==> src/rtl/fp_unpack_pkg.sv <==
// Shared types, constants and the per-class decode for the binary32 operand unpacker.
// Build option FP_UNPACK_DAZ_EN: subnormals decode as signed zero and no normalisation state exists.
package fp_wire;

  localparam int          BIAS      = 127;
  localparam int          EXPO_MAX  = 255;
  localparam logic [23:0] QNAN_MANT = 24'hC00000;

  typedef struct packed {
    logic [31:0] data;
    logic [1:0]  fmt;
  } fp_unpack_in_type;

  typedef struct packed {
    logic        sig;
    logic [9:0]  expo;
    logic [23:0] mant;
    logic        snan;
    logic        qnan;
    logic        inf;
    logic        zero;
  } fp_unpack_out_type;

`ifdef FP_UNPACK_DAZ_EN
  typedef enum logic [1:0] {
    ST_IDLE = 2'd0,
    ST_DONE = 2'd2
  } fp_unpack_state_e;
`else
  typedef enum logic [1:0] {
    ST_IDLE = 2'd0,
    ST_NORM = 2'd1,
    ST_DONE = 2'd2
  } fp_unpack_state_e;
`endif

  // Subnormals leave here with expo=1 and no hidden bit; NORM finishes them.
  function automatic fp_unpack_out_type fp_decode(input fp_unpack_in_type op);
    fp_unpack_out_type r;
    logic [7:0]        e;
    logic [22:0]       m;
    e     = op.data[30:23];
    m     = op.data[22:0];
    r     = '0;
    r.sig = op.data[31];
    if (op.fmt != 2'd0) begin
      r.sig  = 1'b0;
      r.qnan = 1'b1;
      r.expo = 10'(EXPO_MAX);
      r.mant = QNAN_MANT;
    end else if (e == 8'hFF) begin
      r.expo = 10'(EXPO_MAX);
      r.mant = {1'b1, m};
      if (m != 23'd0) begin
        r.qnan = m[22];
        r.snan = ~m[22];
      end else begin
        r.inf = 1'b1;
      end
    end else if (e == 8'h00) begin
      if (m == 23'd0) begin
        r.zero = 1'b1;
      end else begin
`ifdef FP_UNPACK_DAZ_EN
        r.zero = 1'b1;
`else
        r.expo = 10'd1;
        r.mant = {1'b0, m};
`endif
      end
    end else begin
      r.expo = {2'b00, e};
      r.mant = {1'b1, m};
    end
    return r;
  endfunction

  function automatic logic fp_needs_norm(input fp_unpack_in_type op);
`ifdef FP_UNPACK_DAZ_EN
    return (op.fmt == 2'd0) & 1'b0;
`else
    return (op.fmt == 2'd0) && (op.data[30:23] == 8'h00) && (op.data[22:0] != 23'd0);
`endif
  endfunction

endpackage

==> src/rtl/fp_unpack_lzc.sv <==
// Leading-zero count of a STEP-bit slice, MSB first, saturating at STEP when the slice is all zero.
module fp_unpack_lzc #(
  parameter int STEP = 4
) (
  input  logic [STEP-1:0] slice_i,
  output logic [3:0]      count_o
);

  // Scanning upward lets the highest set bit overwrite earlier hits.
  always_comb begin
    count_o = 4'(STEP);
    for (int i = 0; i < STEP; i++) begin
      if (slice_i[i]) begin
        count_o = 4'(STEP - 1 - i);
      end
    end
  end

endmodule

==> src/rtl/fp_unpack.sv <==
// Binary32 operand unpacker: class decode, iterative subnormal normalisation, valid/ready on both sides.
// Build option FP_UNPACK_DAZ_EN removes the NORM state and flushes subnormals to zero.
module fp_unpack
  import fp_wire::*;
#(
  parameter int STEP = 4
) (
  input  logic        clock,
  input  logic        reset,
  input  logic        in_valid,
  output logic        in_ready,
  input  logic [31:0] in_data,
  input  logic [1:0]  in_fmt,
  output logic        out_valid,
  input  logic        out_ready,
  output logic        out_sig,
  output logic [9:0]  out_expo,
  output logic [23:0] out_mant,
  output logic        out_snan,
  output logic        out_qnan,
  output logic        out_inf,
  output logic        out_zero
);

  fp_unpack_state_e  state_q;
  fp_unpack_out_type res_q;
  fp_unpack_out_type dec_d;
  fp_unpack_in_type  opIn;
  logic              valid_q;
  logic              accept;
  logic              needsNorm;

  // A held result may be replaced in the same cycle it is consumed.
  assign in_ready = ~reset & ((state_q == ST_IDLE) | ((state_q == ST_DONE) & out_ready));
  assign accept   = in_valid & in_ready;

  assign opIn      = '{data: in_data, fmt: in_fmt};
  assign dec_d     = fp_decode(opIn);
  assign needsNorm = fp_needs_norm(opIn);

`ifndef FP_UNPACK_DAZ_EN
  logic [3:0]  shift;
  logic [23:0] mantNorm_d;
  logic [9:0]  expoNorm_d;

  fp_unpack_lzc #(.STEP(STEP)) u_lzc (
    .slice_i (res_q.mant[23 -: STEP]),
    .count_o (shift)
  );

  assign mantNorm_d = res_q.mant << shift;
  assign expoNorm_d = res_q.expo - 10'(shift);
`endif

  always_ff @(posedge clock) begin
    if (reset) begin
      state_q <= ST_IDLE;
      valid_q <= 1'b0;
      res_q   <= '0;
    end else begin
      unique case (state_q)
        ST_IDLE, ST_DONE: begin
          if (accept) begin
            res_q <= dec_d;
`ifndef FP_UNPACK_DAZ_EN
            if (needsNorm) begin
              state_q <= ST_NORM;
              valid_q <= 1'b0;
            end else
`endif
            begin
              state_q <= ST_DONE;
              valid_q <= 1'b1;
            end
          end else if ((state_q == ST_DONE) && out_ready) begin
            state_q <= ST_IDLE;
            valid_q <= 1'b0;
          end
        end
`ifndef FP_UNPACK_DAZ_EN
        ST_NORM: begin
          res_q.mant <= mantNorm_d;
          res_q.expo <= expoNorm_d;
          if (mantNorm_d[23]) begin
            state_q <= ST_DONE;
            valid_q <= 1'b1;
          end
        end
`endif
        default: begin
          state_q <= ST_IDLE;
          valid_q <= 1'b0;
        end
      endcase
    end
  end

  assign out_valid = valid_q;
  assign out_sig   = res_q.sig;
  assign out_expo  = res_q.expo;
  assign out_mant  = res_q.mant;
  assign out_snan  = res_q.snan;
  assign out_qnan  = res_q.qnan;
  assign out_inf   = res_q.inf;
  assign out_zero  = res_q.zero;

endmodule

==> config.mk <==
export PLATFORM = sky130hd
export DESIGN_NAME = fp_unpack
export DESIGN_NICKNAME = d
export VERILOG_FILES = /design/src/rtl/fp_unpack_pkg.sv /design/src/rtl/fp_unpack_lzc.sv /design/src/rtl/fp_unpack.sv
export SDC_FILE = /design/constraint.sdc
export NUM_CORES = 1
export LEC_CHECK = 0
export ABC_AREA = 1
export CAP_MARGIN = 20
export CORE_UTILIZATION = 50
export DETAILED_ROUTE_END_ITERATION = 8
export PLACE_DENSITY = 0.9
export SYNTH_ARGS = -nofsm -noshare
export SYNTH_HDL_FRONTEND = slang
export SYNTH_SLANG_ARGS = --single-unit
export TNS_END_PERCENT = 30
==> constraint.sdc <==
create_clock -name clock -period 2.8 [get_ports clock]
set_input_delay 0.56 -clock clock [delete_from_list [all_inputs] [get_ports clock]]
set_output_delay 0.56 -clock clock [all_outputs]
set_load 0.05 [all_outputs]
# Yosys cells after proc, flatten, opt, wreduce, memory -nomap -nowiden
# Index checks and enable logic that the tools add are counted.
[op_classes]
addsub = 1
n_eq_ne = 6
n_shift = 1
muxes = 30
bitwise = 6
reduce_logical = 14
[ops]
columns = ["cell", "n"]
rows = [
  ["$mux 34", 2],
  ["$pmux 34 s2", 1],
  ["$mux 38", 1],
  ["$mux 32", 1],
  ["$mux 25", 1],
  ["$shl 24x4->24", 1],
  ["$logic_not 23->1", 1],
  ["$reduce_bool 23->1", 1],
  ["$mux 3", 5],
  ["$mux 2", 6],
  ["$mux 1", 11],
  ["$sub 10x4->10", 1],
  ["$eq 8x8->1 const B", 1],
  ["$logic_not 8->1", 1],
  ["$reduce_and 2->1", 3],
  ["$logic_not 2->1", 2],
  ["$ne 2x2->1 const B", 2],
  ["$pmux 2 s2", 1],
  ["$reduce_bool 2->1", 2],
  ["$and 1x1->1", 3],
  ["$logic_and 1x1->1", 3],
  ["$ne 3x3->1 const B", 1],
  ["$eq 2x1->1 const B", 1],
  ["$eq 2x2->1 const B", 1],
  ["4 further kinds", 5],
]
[word_totals]
regBits = 42
input_bits = 38
out_inout_bits = 41
elab_cells = 67

# Depth between registers and ports, before layout
# Gate-level depths: netlist of run 1.
[logic_depth]
ltp_word = 7
mapped_depth = 15

# Cells and area by module
# From an unflattened synthesis of run 1, not the netlist that was laid out.
[hier_totals]
hier_cells = 566
area_unflattened_um2 = 3352.0
[by_module_without_submodules]
columns = ["module", "instances", "cells_each", "area_per_inst_um2"]
rows = [
  ["fp_unpack", 1, 556, 3305.7],
  ["fp_unpack_lzc", 1, 10, 46.3],
]

# Worst setup path after synthesis of run 1
# No wires, ideal clock.
[synth_timing]
kind = "register to register"
from = "register res_q (netlist bit out_mant[20])"
to = "register res_q (netlist bit out_expo[8])"
t_arrival_ns = 2.387
slack_ns = 0.294
path_stages_with_launch = 15
path_buffers = 1
period_less_slack_ns = 2.506
cell_sequence = "dfxtp_1 nand3_2 nand2_4 buf_6 ha_1 inv_1 fa_1 nand2_1 nand2_1 inv_1 nand2_1 nor2_1 nand2_1 o21ai_0 a21oi_1"
[synth_between]
elab_chain_cells = 6
[synth_rtl]
columns = ["item", "line", "text"]
rows = [
  ["from (decl)", "fp_unpack.sv:26", "fp_unpack_out_type res_q;"],
  ["$mux 3 (4 in series)", "fp_unpack_lzc.sv:13", "if (slice_i[i]) begin"],
  ["$sub 10x4->10", "fp_unpack.sv:52", "assign expoNorm_d = res_q.expo - 10'(shift);"],
  ["$pmux 34 s2", "fp_unpack.sv:61", "unique case (state_q)"],
]
# Every way passes these cells.
# A chain may end at the register's enable or synchronous reset.

# Worst setup path in the final report of run 1
[layout_timing]
from = "register res_q (netlist bit out_mant[23])"
to = "register res_q (netlist bit out_expo[8])"
[layout_between]
elab_chain_cells = 3
[layout_rtl]
columns = ["item", "line"]
rows = [
  ["$mux 3", "fp_unpack_lzc.sv:13"],
  ["$sub 10x4->10", "fp_unpack.sv:52"],
  ["$pmux 34 s2", "fp_unpack.sv:61"],
]
# Every way passes these cells.

==> run metrics, run 1 <==
status finished clean; count of warnings emitted by yosys 0; Overflow after GRT 0; Num CTS Buffers 5; final hold vios 0; Fin Setup TNS 0 ps; Leak 1.746 nW; largest net degree at the start of global routing 31; Post-Place Cells 651; GR Util met3 5.341%; CTS clk-pin slew, worst paths 90 ps; period utilization 88.60%; top cell type's share of synthesized area 26.79%; Worst-Margin Slew 534.4 ps; Setup Buffers After CTS 0; Rel. slew slack 64.29%; CP Capture Type flip-flop; hold path depth 2; sequential-to-total area share from yosys stat 26.79%; vias per cell 5.684; commonest non-fill, non-tap cells in the layout nand2_1, nand3_1, clkdlybuf4s50_1; Post-CTS Hold Buffers 0; CTS HTree Levels 2; CP Launch Type flip-flop; final worst slack 319.2 ps; Final Setup Violations 0; share of cells above drive strength 1 5.993%; Post-CTS Resized 0; Fill cells 528; router iterations before antenna repair 6; Slew Limit Fails 0; synthesized area per cell 5.961 um2; ant diodes 0; Mapped Area 3064 um2; GR peak layer met2; Max Root-Sink Buffers 2; Core Area 5921 um2; Placer Congestion 0.9760; Post-DRT Antenna Nets 0; final WL 9372 um; DPL Wire Length 6765 um; number of global-route vias before repair 3367; Distinct cells, synth 37; DRT iter0 DRCs 415; row cnt 28; DRC viols 0; CTS Root Cell clkbuf_8; pwr dens 408.0 nW/um2; die height 80.29 um; DIE WIDTH 80.29 um; clock sink total 41; initial antenna violation count 0; GRT Total Usage 30.84%; CTS tree built; DR WL/cell 14.22 um; fmax 403.1 MHz; Worst-Skew Late Latency 300 ps; post-synthesis register bit count 41; FF-to-FF path depth 14; worst hold slack 475.5 ps; Worst IR Drop VDD 0.2241 mV; via count 3746; Final Skew 6.470 ps; RSZ-0062 raised after global routing no; GR Layer Usage met2 51.79%; Boundary Pins 79; minimum clock period 2481 ps; Post-Syn Instances 514; most common cell after layout, fill and taps aside nand2_1; Synth area leader dfxtp_1; Global Route met1 Usage 39.67%; first-pass GRT wire length 15610 um; WP data required 3000 ps; syn_nets 556; Hold Path Class flip-flop to flip-flop; CP arrival 2680 ps; nets 625; Initial Util 51.75%; Post-Place Worst Slack 333.6 ps; Crit Path Max Fanout 26; max_cap viols 0; WS Path Type flip-flop to flip-flop; top cells by area, synth dfxtp_1, nand2_1, nand3_1; die area 6446 um2; Non-Filler Instances 659; Area growth syn-to-layout 29.03%; PortBufs 78
==> flip-flops by register name, summed over array words and instances (netlist names) <==
| register | cells |
|---|---|
| out_expo | 10 |
| out_inf | 1 |
| out_mant | 24 |
| out_qnan | 1 |
| out_sig | 1 |
| out_snan | 1 |
| out_valid | 1 |
| out_zero | 1 |
| state_q | 1 |
==> per-layer routing <==
| layer | vias to the layer above | part of all wire, % |
|---|---|---|
| met5 | - | 0 |
| met4 | 0 | 2.0 |
| met3 | 23 | 9.8 |
| met2 | 255 | 46 |
| met1 | 1648 | 42 |
| li1 | 1820 | - |
==> cell type report <==
type / instances / area [um2] / area share (%)
multi-input combinational: 388 / 1868 / 47.25
timing repair buffer: 85 / 855.8 / 21.65
sequential: 41 / 820.8 / 20.76
inverter: 62 / 232.7 / 5.886
tap: 75 / 93.84 / 2.373
clock buffer: 6 / 72.57 / 1.835
clock inverter: 2 / 10.01 / 0.2532
==> cell usage after synthesis <==
cell         n
fa_1         1
nand4_2      1
o21ai_2      3
o21ai_0     36
nor2_4       3
nand2_4      2
dfxtp_1     41
or2_2        3
o2111ai_1    1
nand3_1     84
a211oi_1     1
o21ai_4      1
nand3b_1     1
inv_2        3
a21oi_2      1
xor2_1       1
clkbuf_1     7
buf_4        7
buf_2        6
nor2_1      43
buf_6        3
a21oi_1     29
and3_1       1
o211ai_1     4
and2_1       1
clkinv_1     1
o31ai_1      2
nor3_1       9
nand3_2      1
nand2_2      2
nand4_1      7
nand2_1    141
ha_1         3
a31oi_1      2
o21ai_1      3
inv_1       58
o22ai_1      1
==> cells by family after synthesis <==
kind of cell	Yosys count	share of synthesized area [%]
DFF	41	26.79
and+or+nand+nor	299	43.41
adders and majority gates	4	1.878
xor gates and xnor gates	1	0.2859
AOI/OAI and AO/OA	84	15.39
buffers and inverters	85	12.25
==> stage by stage <==
stage | total power [W] | utilization [%] | instance area (um2)
floorplan | 0.001029 | - | 3064
global placement | 0.001202 | 65.38 | 3871
detailed placement | 0.001213 | 65.38 | 3871
CTS | 0.001610 | 66.78 | 3954
global route | 0.001692 | 66.78 | 3954
finish | 0.001613 | 66.78 | 3954
==> report_power, final <==
group          switching, W  leakage (nW)  internal, W
logic              0.000352          1.36     0.000201
registers         0.0000422         0.336     0.000614
clock network      0.000230        0.0450     0.000174
total              0.000624          1.75     0.000989
==> worst max-delay path, stage by stage, from the launching register on <==
cell	delay, ps
dfxtp_1	430
inv_2	150
nand3_2	150
nand2_4	280
ha_1	210
inv_1	60
fa_1	430
nand2_1	80
nand2_1	60
inv_1	70
nand2_1	80
nor2_1	100
nand2_1	70
o21ai_0	160
a21oi_1	50
==> worst paths after layout <==
path                                    from  slack, ps          end
worst max-delay path            out_mant[23]        320  out_expo[8]
worst min-delay path                 out_sig        480      out_sig
worst max register to register  out_mant[23]        320  out_expo[8]
worst min register to register       out_sig        480      out_sig
(Power assumes the default switching activity.)
==> inputs of run 2 (changes only) <==
- CORE_MARGIN: not set -> 10
==> run 2 against run 1 <==
Count of clock-buffer cells in the layout down 1. Global-route usage decreased by 10 points. Critical path depth did not move. Via count up 0.19%. Sequential share of layout area about the same. First-iteration DRC count shrank 27%. Die area increased by 50%. Design area is essentially flat. Hold slack better by 0.81 ps. Largest cell class unchanged.
==> run metrics, run 2 (same netlist as run 1, synthesis figures left out) <==
initial antenna violation count 0; Post-DRT Antenna Nets 0; Worst-Skew Late Latency 300 ps; max_cap viols 0; reg-to-reg endpoint out_expo[8]; Clock Power Share 25.1%; CTS tree built; Fill cells 543; final WL 10350 um; WP data required 3000 ps; minimum clock period 2486 ps; period utilization 88.80%; Area growth syn-to-layout 29.15%; Post-Place Cell Area 3871 um2; Post-Place Worst Slack 256.6 ps; CP Capture Type flip-flop; PortBufs 78; fmax 402.2 MHz; DR WL/cell 15.71 um; final worst slack 313.5 ps; final hold vios 0; crit-path cells inv_2 > nand3_2 > nand2_4 > ha_1 > inv_1 > fa_1 > nand2_1 > nand2_1 > inv_1 > nand2_1 > nor2_1 > nand2_1 > o21ai_0 > a21oi_1; Sw Share 38.91%; Final Skew 5.801 ps; DPL Wire Length 7758 um; Critical path buffers and inverters 3; met3 wire len 1130 um; Int Pwr 0.0009893 W; Worst Hold Endpoint out_sig; commonest non-fill, non-tap cells in the layout nand2_1, nand3_1, clkdlybuf4s50_1; first-pass GRT wire length 17150 um; DRT iter0 DRCs 304; CTS clk-pin slew, worst paths 90 ps; Hold Path Class flip-flop to flip-flop; Worst Min Path Start out_sig; final core occ 66.84%; Initial Util 51.75%; Worst IR Drop VDD 0.2260 mV; DIE WIDTH 98.29 um; nets 625; Post-Place Cells 651; largest net degree at the start of global routing 31; hold path depth 2; Metal-1 WL 4230 um; critical path's slowest cell dfxtp_1; Non-Filler Instances 659; Post-CTS Hold Buffers 0; share of cells above drive strength 1 6.164%; Setup Buffers After CTS 0; Post-CTS Resized 0; RSZ-0062 raised after global routing no; ant diodes 0; die height 98.29 um; number of global-route vias before repair 3523; Fin Setup TNS 0 ps; Core Area 5921 um2; Num CTS Buffers 5; WS Path Type flip-flop to flip-flop; clock sink total 41; die area 9660 um2; RR Startpoint out_mant[23]; WL met2 4825 um; row cnt 28; CP arrival 2680 ps; Boundary Pins 79; status finished clean; Finished Cell Area 3958 um2; Max Root-Sink Buffers 2; most common cell after layout, fill and taps aside nand2_1; Placer Congestion 0.9508; delay-heaviest family, CP simple AND/OR/NAND/NOR gates; CTS Root Cell clkbuf_8; router iterations before antenna repair 6; DRC viols 0; max reg flops 24; CP Launch Type flip-flop; Most common cell on crit path nand2_1; CTS HTree Levels 2; Final Setup Violations 0; vias per cell 5.695; Leak 1.745 nW; pwr dens 409.2 nW/um2; sequential share of power 40.5%; Comb pwr share 34.4%; FF-to-FF path depth 14; via count 3753; Rel. slew slack 61.82%; Overflow after GRT 0; Crit Path Max Fanout 26; uppermost layer routed met4; Worst-Margin Slew 571.3 ps; Switch Pwr 0.0006300 W; R2R Setup Slk 310 ps; crit-path max cell delay 430 ps; Slew Limit Fails 0; GRT Total Usage 20.64%
## run 2: cell count changes in the layout (fill, tap and decap cells not counted), sizes merged
cell | previous run | this run
clkbuf | 6 | 5
clkinvlp | 0 | 1
## run 2: area by class of cell
class,count,area [um2],share of cell area [%]
clock inverters,3,17.52,0.4426
clock buffers,5,68.82,1.739
flip-flops and latches,41,820.8,20.74
inverters,62,232.7,5.880
well taps,75,93.84,2.371
repair buffers,85,855.8,21.63
multi-input cells,388,1868,47.20
## run 2: through the flow
step / total power (W) / hold WS, ps
4_1_cts: 0.001619 / 479.9
6_report: 0.001619 / 476.3
3_5_place_dp: 0.001219 / 457.1
5_1_grt: 0.001697 / 501.2
2_1_floorplan: 0.001029 / 638.5
3_3_place_gp: 0.001208 / 459.9
## run 2: worst max-delay path by stage
stage                            start           end  slack [ps]  depth (start not counted)
after floorplan           out_mant[20]   out_expo[8]         290                         14
after global placement       out_ready  out_mant[19]         360                         10
after detailed placement     out_ready  out_mant[10]         260                         10
after CTS                 out_mant[23]   out_expo[8]         350                         14
after global routing      out_mant[23]   out_expo[8]          50                         14
final                     out_mant[23]   out_expo[8]         310                         14
## run 2: worst register-to-register path, delay by kind of cell, from the launching register on
family,cells,cell delay [ps]
AND/OR/NAND/NOR,7,820
adder cells (fa/ha/maj),2,630
flip-flops,1,430
buffers and inverters,3,280
AO/OA/AOI/OAI,2,220
## run 2: per-layer routing
layer	up-vias	global-route usage [%]
met4	0	6.284
met5	-	0
met1	1688	25.20
met2	214	33.69
li1	1828	-
met3	23	6.554
## run 2: power groups by stage
stage	Sequential, W	Clock (W)	Combinational [W]
after floorplan	0.000766	0	0.000264
after global placement	0.000668	0	0.000540
after detailed placement	0.000668	0	0.000551
after CTS	0.000655	0.000411	0.000553
after global routing	0.000662	0.000430	0.000605
final	0.000656	0.000406	0.000557
==> inputs of run 3 (changes only) <==
- CORE_MARGIN: 10 -> 8
- CTS_CLUSTER_SIZE: not set -> 24
==> run 3 against run 2 <==
Routed wire length fell by 4.0%. Die area fell by 8.0%. Critical path depth is 1 lower. Sequential cell count unchanged.
==> run metrics, run 3 (same netlist as run 1, synthesis figures left out) <==
status finished clean; Fin Setup TNS 0 ps; Worst-Margin Slew 547.7 ps; Initial Util 51.75%; Max Root-Sink Buffers 2; CP Capture Type flip-flop; max reg flops 24; sequential share of power 40.9%; first-pass GRT wire length 16280 um; DR WL/cell 15.04 um; most common cell after layout, fill and taps aside nand2_1; CP Launch Type flip-flop; minimum clock period 2440 ps; CTS tree built; Post-CTS Hold Buffers 0; Final Skew 6.145 ps; Fill cells 557; CTS clk-pin slew, worst paths 90 ps; pwr dens 405.2 nW/um2; R2R Setup Slk 360 ps; GRT Total Usage 22.33%; CP arrival 2630 ps; Setup Buffers After CTS 0; router iterations before antenna repair 5; Worst-Skew Late Latency 300 ps; ant diodes 0; DRC viols 0; FF+latch area 820.8 um2; fmax 409.8 MHz; Final Setup Violations 0; Int Pwr 0.0009880 W; max_cap viols 0; Crit Path Max Fanout 26; Placer Congestion 0.9282; final core occ 66.88%; final WL 9940 um; Rel. slew slack 63.37%; share of cells above drive strength 1 6.485%; DPL Wire Length 7376 um; Num CTS Buffers 5; Multi-input gate area 1868 um2; Worst IR Drop VDD 0.2301 mV; Area growth syn-to-layout 29.24%; Leak 1.752 nW; vias per cell 5.743; Post-CTS Resized 0; clock sink total 41; Post-Place Cells 653; die height 94.29 um; DIE WIDTH 94.29 um; row cnt 28; DRT iter0 DRCs 342; Post-DRT Antenna Nets 0; Non-Filler Instances 661; period utilization 87.15%; CTS Root Cell clkbuf_8; Slew Limit Fails 0; total power 0.001605 W; Clock Power Share 24.6%; WP data required 2990 ps; die area 8890 um2; CTS HTree Levels 2; nets 627; largest net degree at the start of global routing 31; commonest non-fill, non-tap cells in the layout nand2_1, nand3_1, clkdlybuf4s50_1; PortBufs 78; number of global-route vias before repair 3506; Switch Pwr 0.0006165 W; Hold Path Class flip-flop to flip-flop; initial antenna violation count 0; final worst slack 359.9 ps; via count 3796; WS Path Type flip-flop to flip-flop; Core Area 5921 um2; Boundary Pins 79; Sw Share 38.42%; Post-Place Worst Slack 438.9 ps; RSZ-0062 raised after global routing no; final hold vios 0; Overflow after GRT 0; Comb pwr share 34.6%
run 3: critical path, stage by stage (launching register included):
cell and delay (ps):
dfxtp_1 500, nand3_2 190, nand2_4 280, ha_1 220, inv_1 60, fa_1 430
nand2_1 90, nand2_1 60, inv_1 60, nand2_1 70, nor2_1 90, nand2_1 70
o21ai_0 150, a21oi_1 60
run 3: path summary, 6_finish.rpt:
kind | start | end | depth (start not counted)
min | out_snan | out_snan | 2
max | out_mant[20] | out_expo[8] | 13
max reg2reg | out_mant[20] | out_expo[8] | 13
min reg2reg | out_snan | out_snan | 2
run 3: cell type report:
class                           count  area share [%]
Inverter                           62           5.877
Sequential cell                    41           20.73
Clock buffer                        5           1.738
Timing Repair Buffer               87           21.67
Tap cell                           75           2.370
Clock inverter                      3          0.4423
Multi-Input combinational cell    388           47.17
run 3: metal layers:
metal	GRT usage, %	wire length, um	vias up
met5	0	0	-
met4	7.398	205	0
li1	-	-	1825
met1	27.05	4079	1701
met3	6.155	1096	22
met2	36.96	4559	248
run 3: per-stage QoR:
stage,area [um2],hold WS (ps)
2_1_floorplan,3064,638.5
3_3_place_gp,3874,458.8
3_5_place_dp,3874,461.2
4_1_cts,3960,476.4
5_1_grt,3960,510.2
6_report,3960,477.0
run 3: power by group through the flow:
stage          Clock [W]  Sequential (W)  Combinational, W
2_1_floorplan          0        0.000766          0.000264
4_1_cts         0.000395        0.000654          0.000550
3_5_place_dp           0        0.000667          0.000547
5_1_grt         0.000421        0.000660          0.000600
6_report        0.000394        0.000656          0.000555
3_3_place_gp           0        0.000666          0.000535
